===== config.mk =====
export PLATFORM = sky130hd
export DESIGN_NAME = tof_sample_collector
export DESIGN_NICKNAME = d
export VERILOG_FILES = /design/src/rtl/tof_sample_collector.sv
export SDC_FILE = /design/constraint.sdc
export NUM_CORES = 1
export LEC_CHECK = 0
export BUFFER_PORTS_ARGS = -buffer_cell sky130_fd_sc_hd__buf_2
export CORE_UTILIZATION = 40
export CTS_BUF_LIST = sky130_fd_sc_hd__clkbuf_2 sky130_fd_sc_hd__clkbuf_4 sky130_fd_sc_hd__clkbuf_8
export DETAILED_ROUTE_END_ITERATION = 12
export PLACE_DENSITY = 0.69
export SETUP_SLACK_MARGIN = 0.15
export SLEW_MARGIN = 20
export SYNTH_ARGS = -nofsm -noshare
export SYNTH_HDL_FRONTEND = slang
export SYNTH_SLANG_ARGS = --single-unit

===== constraint.sdc =====
create_clock -name clk -period 5.3 [get_ports clk]
set_input_delay 1.06 -clock clk [delete_from_list [all_inputs] [get_ports clk]]
set_output_delay 1.06 -clock clk [all_outputs]
set_load 0.01 [all_outputs]

===== src/rtl/tof_sample_collector.sv =====
`default_nettype none
// +--------------------------------------------------------------------------+
// | tof_sample_collector: double-buffered per-channel ToF sample holding     |
// | registers feeding the memory-write FSM.                    Rev 1.0       |
// +--------------------------------------------------------------------------+
module tof_sample_collector #(
  parameter int N_TOF  = 8,
  parameter int DATA_W = 16,
  parameter int IDX_W  = 3
) (
  input  logic                      clk,
  input  logic                      reset,
  input  logic [N_TOF-1:0]          tof_valid,
  input  logic [N_TOF*DATA_W-1:0]   tof_data,
  input  logic                      wea,
  input  logic [IDX_W-1:0]          ToF_Index,
  input  logic                      clr_status,
  output logic [N_TOF-1:0]          ToF_dr,
  output logic [DATA_W-1:0]         mem_din,
  output logic [N_TOF-1:0]          overrun,
  output logic [7:0]                overrun_cnt,
  output logic                      proto_err
);

  localparam int CNT_W = $clog2(N_TOF + 1);

  typedef enum logic [1:0] {
    ST_EMPTY = 2'd0,
    ST_FULL  = 2'd1,
    ST_BUSY  = 2'd2
  } state_e;

  logic                         wea_q;
  logic                         wr_act_q;
  logic [IDX_W-1:0]             wr_idx_q;
  logic [N_TOF-1:0]             overrun_q;
  logic [N_TOF-1:0]             overrun_d;
  logic [7:0]                   overrun_cnt_q;
  logic [7:0]                   overrun_cnt_d;
  logic                         proto_err_q;
  logic                         proto_err_d;

  logic                         w_wstart;
  logic                         w_wend;
  logic [N_TOF-1:0]             w_evt;
  logic [N_TOF-1:0]             w_perr;
  logic [N_TOF-1:0]             w_take;
  logic [N_TOF-1:0][DATA_W-1:0] w_main;
  logic [CNT_W-1:0]             w_evt_n;
  logic [8:0]                   w_sum;

  assign w_wstart = wea & ~wea_q;
  assign w_wend   = ~wea & wea_q & wr_act_q;

  for (genvar k = 0; k < N_TOF; k++) begin : g_ch
    state_e            state_q;
    logic [DATA_W-1:0] main_q;
    logic [DATA_W-1:0] pend_q;
    logic              pend_v_q;
    logic              w_start_k;
    logic              w_end_k;
    logic              w_vld;
    logic [DATA_W-1:0] w_data;

    assign w_start_k = w_wstart & (ToF_Index == IDX_W'(k));
    assign w_end_k   = w_wend & (wr_idx_q == IDX_W'(k));
    assign w_vld     = tof_valid[k];
    assign w_data    = tof_data[k*DATA_W +: DATA_W];
    assign w_take[k] = w_start_k & (state_q == ST_FULL);
    assign w_perr[k] = w_start_k & (state_q != ST_FULL);
    assign w_evt[k]  = w_vld & (((state_q == ST_FULL) & ~w_start_k) |
                                ((state_q == ST_BUSY) & pend_v_q));
    assign ToF_dr[k] = (state_q == ST_FULL);
    assign w_main[k] = main_q;

    always_ff @(posedge clk or negedge reset) begin
      if (!reset) begin
        state_q  <= ST_EMPTY;
        main_q   <= '0;
        pend_q   <= '0;
        pend_v_q <= 1'b0;
      end else begin
        case (state_q)
          ST_EMPTY: begin
            if (w_vld) begin
              main_q  <= w_data;
              state_q <= ST_FULL;
            end
          end
          ST_FULL: begin
            // A sample landing on the write-start edge must not disturb main.
            if (w_start_k) begin
              state_q <= ST_BUSY;
              if (w_vld) begin
                pend_q   <= w_data;
                pend_v_q <= 1'b1;
              end
            end else if (w_vld) begin
              main_q <= w_data;
            end
          end
          ST_BUSY: begin
            if (w_end_k) begin
              pend_v_q <= 1'b0;
              if (w_vld) begin
                main_q  <= w_data;
                state_q <= ST_FULL;
              end else if (pend_v_q) begin
                main_q  <= pend_q;
                state_q <= ST_FULL;
              end else begin
                state_q <= ST_EMPTY;
              end
            end else if (w_vld) begin
              pend_q   <= w_data;
              pend_v_q <= 1'b1;
            end
          end
          default: state_q <= ST_EMPTY;
        endcase
      end
    end
  end

  assign mem_din = w_main[ToF_Index];

  always_comb begin
    w_evt_n = '0;
    for (int i = 0; i < N_TOF; i++) begin
      w_evt_n = w_evt_n + CNT_W'(w_evt[i]);
    end
  end

  // Clear is applied first so same-edge events survive it.
  assign w_sum         = {1'b0, (clr_status ? 8'd0 : overrun_cnt_q)} + 9'(w_evt_n);
  assign overrun_cnt_d = w_sum[8] ? 8'hFF : w_sum[7:0];
  assign overrun_d     = (clr_status ? '0 : overrun_q) | w_evt;
  assign proto_err_d   = (clr_status ? 1'b0 : proto_err_q) | (|w_perr);

  // wea_q resets high so a wea already asserted at release is not a start.
  always_ff @(posedge clk or negedge reset) begin
    if (!reset) begin
      wea_q         <= 1'b1;
      wr_act_q      <= 1'b0;
      wr_idx_q      <= '0;
      overrun_q     <= '0;
      overrun_cnt_q <= 8'd0;
      proto_err_q   <= 1'b0;
    end else begin
      wea_q         <= wea;
      overrun_q     <= overrun_d;
      overrun_cnt_q <= overrun_cnt_d;
      proto_err_q   <= proto_err_d;
      if (w_wend) begin
        wr_act_q <= 1'b0;
      end else if (|w_take) begin
        wr_act_q <= 1'b1;
        wr_idx_q <= ToF_Index;
      end
    end
  end

  assign overrun     = overrun_q;
  assign overrun_cnt = overrun_cnt_q;
  assign proto_err   = proto_err_q;

endmodule
`default_nettype wire


==> impl_metrics.json, run 1 <==
{
  "outcome": "complete, no violations",
  "synth_cell_types": 65,
  "start_kind": "input pin",
  "cts_hold_buf": 0,
  "seqPwrFrac_pct": 46.2,
  "fmax_ghz": 0.214,
  "total_power_uw": 7240,
  "worst_pin_slew_ns": 0.885,
  "dieArea_mm2": 0.0369,
  "crit_arrival_ns": 5.18,
  "core_mm2": 0.0356,
  "avgSynthCellArea_um2": 12.3,
  "vias": 10000,
  "hold_end": "g_ch[1].main_q[4]",
  "via_per_inst": 5.33,
  "internal-power_uw": 5170,
  "use_met3_pct": 4.07,
  "report.final.slew_viol_count": 0,
  "die_x_um": 192,
  "synth-seq-cells": 302,
  "drive_gt1_share_pct": 39.9,
  "p_comb_share_pct": 22.1,
  "dp_hpwl_um": 26600,
  "layout_common_cells": "301 x dfrtp_1, 201 x mux2_2, 182 x buf_2, 92 x a21oi_1, 85 x nor2_1",
  "antenna_found_initial": 0,
  "io_buffers": 183,
  "cp_slowest_stage_delay_ns": 0.55,
  "fp-row-count": 69,
  "hp-start": "g_ch[1].main_q[4]",
  "cts-root-buf": "clkbuf_8",
  "synth_ff_type": "dfrtp_1",
  "yosysSeqAreaShare_pct": 52.3,
  "clock_latency_ns": 0.58,
  "r2r_cells": 15,
  "setup_slack_ns": 0.624,
  "cp_slowest_cell": "fa_1",
  "die_y_um": 192,
  "tns_ns": 0,
  "grt_overflow": 0,
  "synth_cells": 1178,
  "numCtsBuffers": 53,
  "cts.sinks": 302,
  "synthArstFlopShare_pct": 100,
  "grt_util_all_layers_pct": 20.1,
  "yosys_warnings": 0,
  "required_ns": 5.80,
  "grt_pass1_vias": 10400,
  "crit_chain": "buf_2 > or3b_1 > o21ai_2 > o22ai_1 > nand2_1 > fa_1 > fa_1 > fa_1 > fa_1 > inv_1 > fa_1 > a21o_1 > a21oi_2 > or4b_4 > o311ai_0 > nand3b_1",
  "critical_path_class": "input pin to flop",
  "clock_power_share_pct": 31.7,
  "clk_pin_slew_ns": 0.06,
  "synth_fp_nets": 1332,
  "grt.busiest_layer": "met2",
  "max_slew_margin_pct": 41.0,
  "hold_depth": 2,
  "sw_frac_of_total_pct": 28.7,
  "grt_pass1_wl_um": 57600,
  "synth_edf_count": 0,
  "pre_cts_slack_ns": 0.0365,
  "antenna_cells": 0,
  "path_delay_family": "adder cells",
  "crit_top_cell": "fa_1",
  "cts_setup_buffers": 0,
  "routedWlPerCell_um": 19.2,
  "finClkSkew_ns": 0.0256,
  "mostFrequentLayoutCell": "dfrtp_1",
  "p_switching_uw": 2080,
  "reg2reg_to": "overrun_cnt[5]",
  "hold_violations": 0,
  "end_kind": "flop",
  "start_util_pct": 40.7,
  "final_core_utilization_pct": 47.9,
  "period_share_pct": 88.2,
  "nNetsFinal": 1529,
  "first_pass_iters": 5,
  "io_pins": 184,
  "cp_num_buf_inv": 2,
  "cts_resized": 0,
  "crit_fanout": 4,
  "met2_usage_pct": 32.3,
  "routed_wl_um": 36100,
  "irDropWorstVdd_uv": 306,
  "cts_tree": "yes",
  "rr_startpoint": "wea_q",
  "h-tree-depth": 2,
  "hold_path_class": "flop to flop",
  "rsz0062_at_grt": "false",
  "min_period_ns": 4.68,
  "finalSetupViolCount": 0,
  "postRouteAntennaNets": 0,
  "drtIter0Drc": 662,
  "met1_usage_pct": 27.9,
  "power.leakage_uw": 0.00747,
  "synthesis.area_mm2": 0.0145,
  "gp_congestion": 0.895,
  "rrSetupSlack_ns": 0.78,
  "post-route-drc-count": 0,
  "clockBufferDepth": 3,
  "cap_violations": 0,
  "area_growth_pct": 17.9,
  "powerDensity_mw_per_mm2": 425,
  "hold_ws_ns": 0.478,
  "grt_max_degree": 106
}
## how the worst max path moves through the flow
stage,slack [ns],start,end,cells after the start
CTS,0.65,ToF_Index[2],overrun_cnt[5],16
floorplan,0.16,ToF_Index[2],overrun_cnt[5],17
global route,0.44,ToF_Index[2],overrun_cnt[5],16
detailed placement,0.04,ToF_Index[2],overrun_cnt[5],16
finish,0.62,ToF_Index[2],overrun_cnt[5],16
global placement,0.10,ToF_Index[0],overrun_cnt[5],16
## area by class of cell
| cell class | instances | area (um2) |
|---|---|---|
| Clock buffer | 89 | 1090 |
| Clock inverter | 6 | 65.1 |
| Fill cell | 3284 | 18500 |
| Inverter | 45 | 169 |
| Multi-Input combinational cell | 770 | 6500 |
| Sequential cell | 302 | 7560 |
| Tap cell | 461 | 577 |
| Timing Repair Buffer | 203 | 1090 |
## state kept, by name (all words and copies together), names as in the netlist, 3 cells and up
| register | count |
|---|---|
| g_ch.state_q | 16 |
| g_ch.main_q | 128 |
| wr_idx_q | 3 |
| g_ch.pend_v_q | 8 |
| g_ch.pend_q | 128 |
| overrun | 8 |
| overrun_cnt | 8 |
## Yosys cell counts (3+ instances only)
cell type / number / area (um2)
a21oi_1: 93 / 465
nand3_1: 13 / 65.1
nor2_1: 91 / 342
buf_4: 4 / 30.0
nor3_1: 5 / 25.0
mux4_2: 32 / 721
inv_1: 45 / 169
buf_2: 22 / 110
mux2_4: 9 / 135
o21ai_1: 4 / 20.0
nand4b_1: 3 / 26.3
nor4b_1: 3 / 26.3
dfrtp_1: 301 / 7530
a21boi_0: 5 / 37.5
mux2i_1: 82 / 821
o32ai_1: 4 / 35.0
o21ai_0: 42 / 210
a22oi_1: 5 / 37.5
nor2b_1: 17 / 106
a31oi_1: 4 / 25.0
fa_1: 5 / 100
and3_1: 5 / 31.3
a32o_1: 3 / 30.0
o22ai_1: 27 / 169
mux2_2: 201 / 2260
nand2_1: 53 / 199
ha_1: 6 / 75.1
nand2b_1: 18 / 113
clkbuf_1: 30 / 113
## kinds of logic (layout without fill, tap and decap cells)
logic type / count (synthesis) / in the layout / share of synthesized area (%)
adder cells (fa/ha/maj): 11 / 11 / 1.21
XOR/XNOR: 2 / 2 / 0.121
AO/OA/AOI/OAI: 204 / 204 / 8.21
AND/OR/NAND/NOR: 229 / 229 / 7.79
buffers and inverters: 106 / 343 / 3.16
multiplexers: 324 / 324 / 27.2
flip-flops: 302 / 302 / 52.3
## worst min-delay path: stages (launching register included)
cell and delay, ns:
dfrtp_1 0.34, nand2_1 0.05, o21ai_0 0.06
## stage by stage
step / area, um2 / std cells
floorplan: 14500 / 1178
global placement: 15900 / 1781
detailed placement: 15900 / 1781
CTS: 17000 / 1876
global route: 17000 / 1876
finish: 17000 / 1876
## power by group through the flow
| stage | Sequential, uW | Clock (uW) | Combinational, uW |
|---|---|---|---|
| 4_1_cts | 3340 | 2350 | 1620 |
| 6_report | 3340 | 2300 | 1600 |
| 3_5_place_dp | 3380 | 0 | 1610 |
| 3_3_place_gp | 3340 | 0 | 1570 |
| 2_1_floorplan | 3260 | 0 | 1170 |
| 5_1_grt | 3430 | 2450 | 1800 |
## per-layer routing
layer  wire length, um  share of wire, %
met5                 0                 0
met1             16000                44
met2             17200                48
met4               589               1.6
met3              2350               6.5
(Power assumes the default switching activity.)
==> run 2: changes to the inputs <==
--- a/config.mk
+++ b/config.mk
@@ -5,11 +5,12 @@
 export SDC_FILE = /design/constraint.sdc
 export NUM_CORES = 1
 export LEC_CHECK = 0
+export ABC_AREA = 1
 export BUFFER_PORTS_ARGS = -buffer_cell sky130_fd_sc_hd__buf_2
 export CORE_UTILIZATION = 40
 export CTS_BUF_LIST = sky130_fd_sc_hd__clkbuf_2 sky130_fd_sc_hd__clkbuf_4 sky130_fd_sc_hd__clkbuf_8
 export DETAILED_ROUTE_END_ITERATION = 12
-export PLACE_DENSITY = 0.69
+export PLACE_DENSITY = 0.68
 export SETUP_SLACK_MARGIN = 0.15
 export SLEW_MARGIN = 20
 export SYNTH_ARGS = -nofsm -noshare
==> run 2 against run 1 <==
Against the previous run: final area increased by 6.5%; highest routed layer is now met5; flip-flop and latch count stayed put; non-clock buffer count fell by 3; sequential power up 4%; critical path type unchanged; combinational power up 30%.
==> impl_metrics.json, run 2 <==
{
  "yosys_warnings": 0,
  "crit_start": "wea",
  "max_slew_margin_pct": 27.7,
  "critical_path_class": "input pin to flop",
  "synthArstFlopShare_pct": 100,
  "first_pass_iters": 6,
  "grt_max_degree": 113,
  "fillers": 3812,
  "synth_cells": 1977,
  "outcome": "complete, no violations",
  "rr_startpoint": "wea_q",
  "rrSetupSlack_ns": 0.85,
  "final_cell_area_mm2": 0.0181,
  "synthesis.area_mm2": 0.0158,
  "yosysMostFrequentCell": "nand2_1",
  "cts.sinks": 302,
  "synth_edf_count": 0,
  "finalSetupViolCount": 0,
  "cts-root-buf": "clkbuf_8",
  "post-route-drc-count": 0,
  "required_ns": 5.85,
  "pre_cts_slack_ns": 0.122,
  "hold_path_class": "flop to flop",
  "synth_ff_type": "dfrtp_1",
  "end_kind": "flop",
  "cts_setup_buffers": 0,
  "routedWlPerCell_um": 16.8,
  "synth-seq-cells": 302,
  "vias": 13800,
  "clockBufferDepth": 3,
  "routed_wl_um": 45200,
  "io_pins": 184,
  "reg2reg_to": "overrun_cnt[2]",
  "worstSetupEndpoint": "overrun_cnt[2]",
  "start_util_pct": 40.7,
  "io_buffers": 183,
  "dieArea_mm2": 0.0403,
  "synth_top_area_share_pct": 47.7,
  "die_y_um": 201,
  "h-tree-depth": 2,
  "avgSynthCellArea_um2": 7.99,
  "top_regs": "g_ch.main_q (128), g_ch.pend_q (128), g_ch.state_q (16)",
  "hold_violations": 0,
  "antenna_found_initial": 4,
  "powerDensity_mw_per_mm2": 433,
  "synth_area_leaders": "dfrtp_1 48%, nand2_1 15%, o21ai_0 9.0%, mux2i_1 8.1%, inv_1 4.5%",
  "drtIter0Drc": 921,
  "irDropWorstVdd_uv": 205,
  "grt_pass1_wl_um": 72600,
  "report.final.slew_viol_count": 0,
  "yosysSeqAreaShare_pct": 47.8,
  "mostFrequentLayoutCell": "nand2_1",
  "synth_top_area_cell": "dfrtp_1",
  "cts_hold_buf": 0,
  "dpl_cell_area_mm2": 0.0170,
  "layout_common_cells": "648 x nand2_1, 301 x dfrtp_1, 284 x o21ai_0, 189 x inv_1, 182 x buf_2",
  "min_period_ns": 4.50,
  "gp_congestion": 0.919,
  "via_per_inst": 5.15,
  "r2r_cells": 17,
  "drive_gt1_share_pct": 15.9,
  "grt_overflow": 0,
  "dp_hpwl_um": 32900,
  "nNetsFinal": 2276,
  "clock_latency_ns": 0.63,
  "cap_violations": 0,
  "finClkSkew_ns": 0.0324,
  "synth_common_cells": "648 x nand2_1, 301 x dfrtp_1, 284 x o21ai_0, 189 x inv_1, 128 x mux2i_1",
  "crit_fanout": 9,
  "cts_resized": 0,
  "period_share_pct": 84.8,
  "synth_cell_types": 31,
  "grt_util_all_layers_pct": 22.9,
  "area_growth_pct": 14.9,
  "synth_fp_nets": 2131,
  "fmax_ghz": 0.222,
  "core_mm2": 0.0388,
  "rsz0062_at_grt": "false",
  "hp-start": "g_ch[0].state_q[0]",
  "worst_pin_slew_ns": 1.08,
  "grt_pass1_vias": 13300,
  "numCtsBuffers": 53,
  "cts_tree": "yes",
  "clk_pin_slew_ns": 0.06,
  "die_x_um": 201,
  "tns_ns": 0,
  "start_kind": "input pin",
  "setup_slack_ns": 0.804,
  "postRouteAntennaNets": 0,
  "fp-row-count": 72,
  "crit_arrival_ns": 5.04,
  "power.leakage_uw": 0.00960
}
-- run 2: changes by cell type after synthesis, sizes merged, moves of 30 or more --
cell / delta
a21oi: -80
nand4: +30
inv: +150
buf: +41
o21ai: +364
nor2: -39
nand2: +607
mux4: -32
mux2i: +46
mux2: -210
-- run 2: cell families (layout without fill, tap and decap cells) --
| group | count (synthesis) | after routing | share of synthesized area (%) |
|---|---|---|---|
| adder cells (fa/ha/maj) | 11 | 11 | 1.11 |
| other | 0 | 2 | 0 |
| AND/OR/NAND/NOR | 788 | 788 | 20.6 |
| flip-flops | 302 | 302 | 47.8 |
| buffers and inverters | 305 | 491 | 7.97 |
| AO/OA/AOI/OAI | 443 | 443 | 14.3 |
| multiplexers | 128 | 128 | 8.11 |
-- run 2: layout make-up --
cell class	count	area [um2]	area share [%]
Clock buffer	87	1070	5.91
Sequential cell	302	7560	41.7
Inverter	195	732	4.03
Clock inverter	9	72.6	0.400
Antenna cell	2	5.00	0.0276
Multi-Input combinational cell	1370	6980	38.5
Tap cell	518	648	3.57
Timing Repair Buffer	200	1080	5.94
-- run 2: report_power, final --
part / internal [uW] / total [uW] / switching (uW) / leakage, uW
Clock: 1320 / 2300 / 982 / 0.000615
Sequential: 3100 / 3470 / 365 / 0.00366
Combinational: 747 / 2080 / 1330 / 0.00532
-- run 2: worst max-delay path, cell delays in order --
cell and delay (ns):
buf_2 0.13, nand2_1 0.15, nor2_8 0.20, a21oi_1 0.11, o21ai_0 0.32, fa_1 0.48, fa_1 0.54, fa_1 0.44
fa_1 0.42, inv_1 0.11, fa_1 0.23, nand3_1 0.12, nand3_1 0.12, nand3_1 0.11, nand3b_1 0.35, o21ai_0 0.16
-- run 2: stage by stage --
step | cells | hold WS [ns] | total power [uW] | utilization (%)
after detailed placement | 2585 | 0.462 | 5590 | 43.8
after CTS | 2681 | 0.473 | 7930 | 46.7
after floorplan | 1977 | 0.435 | 4840 | -
after global placement | 2585 | 0.456 | 5480 | 43.8
after global routing | 2683 | 0.504 | 8440 | 46.7
final | 2683 | 0.469 | 7850 | 46.7
-- run 2: how the worst min path moves through the flow --
stage | endpoint | slack (ns) | cells past startpoint
final | g_ch[0].state_q[0] | 0.47 | 1
after global routing | g_ch[3].state_q[0] | 0.50 | 1
after CTS | g_ch[0].state_q[0] | 0.47 | 1
after detailed placement | g_ch[0].state_q[0] | 0.46 | 1
after floorplan | g_ch[0].state_q[0] | 0.44 | 1
after global placement | g_ch[0].state_q[0] | 0.46 | 1
-- run 2: per-layer routing --
metal  vias up  share of wire, %  global-route usage (%)
met4         4               3.7                    9.57
met5         -             0.046                       0
met3        87               5.3                    3.57
met2       403                48                    37.7
met1      6600                43                    30.2
li1       6732                 -                       -
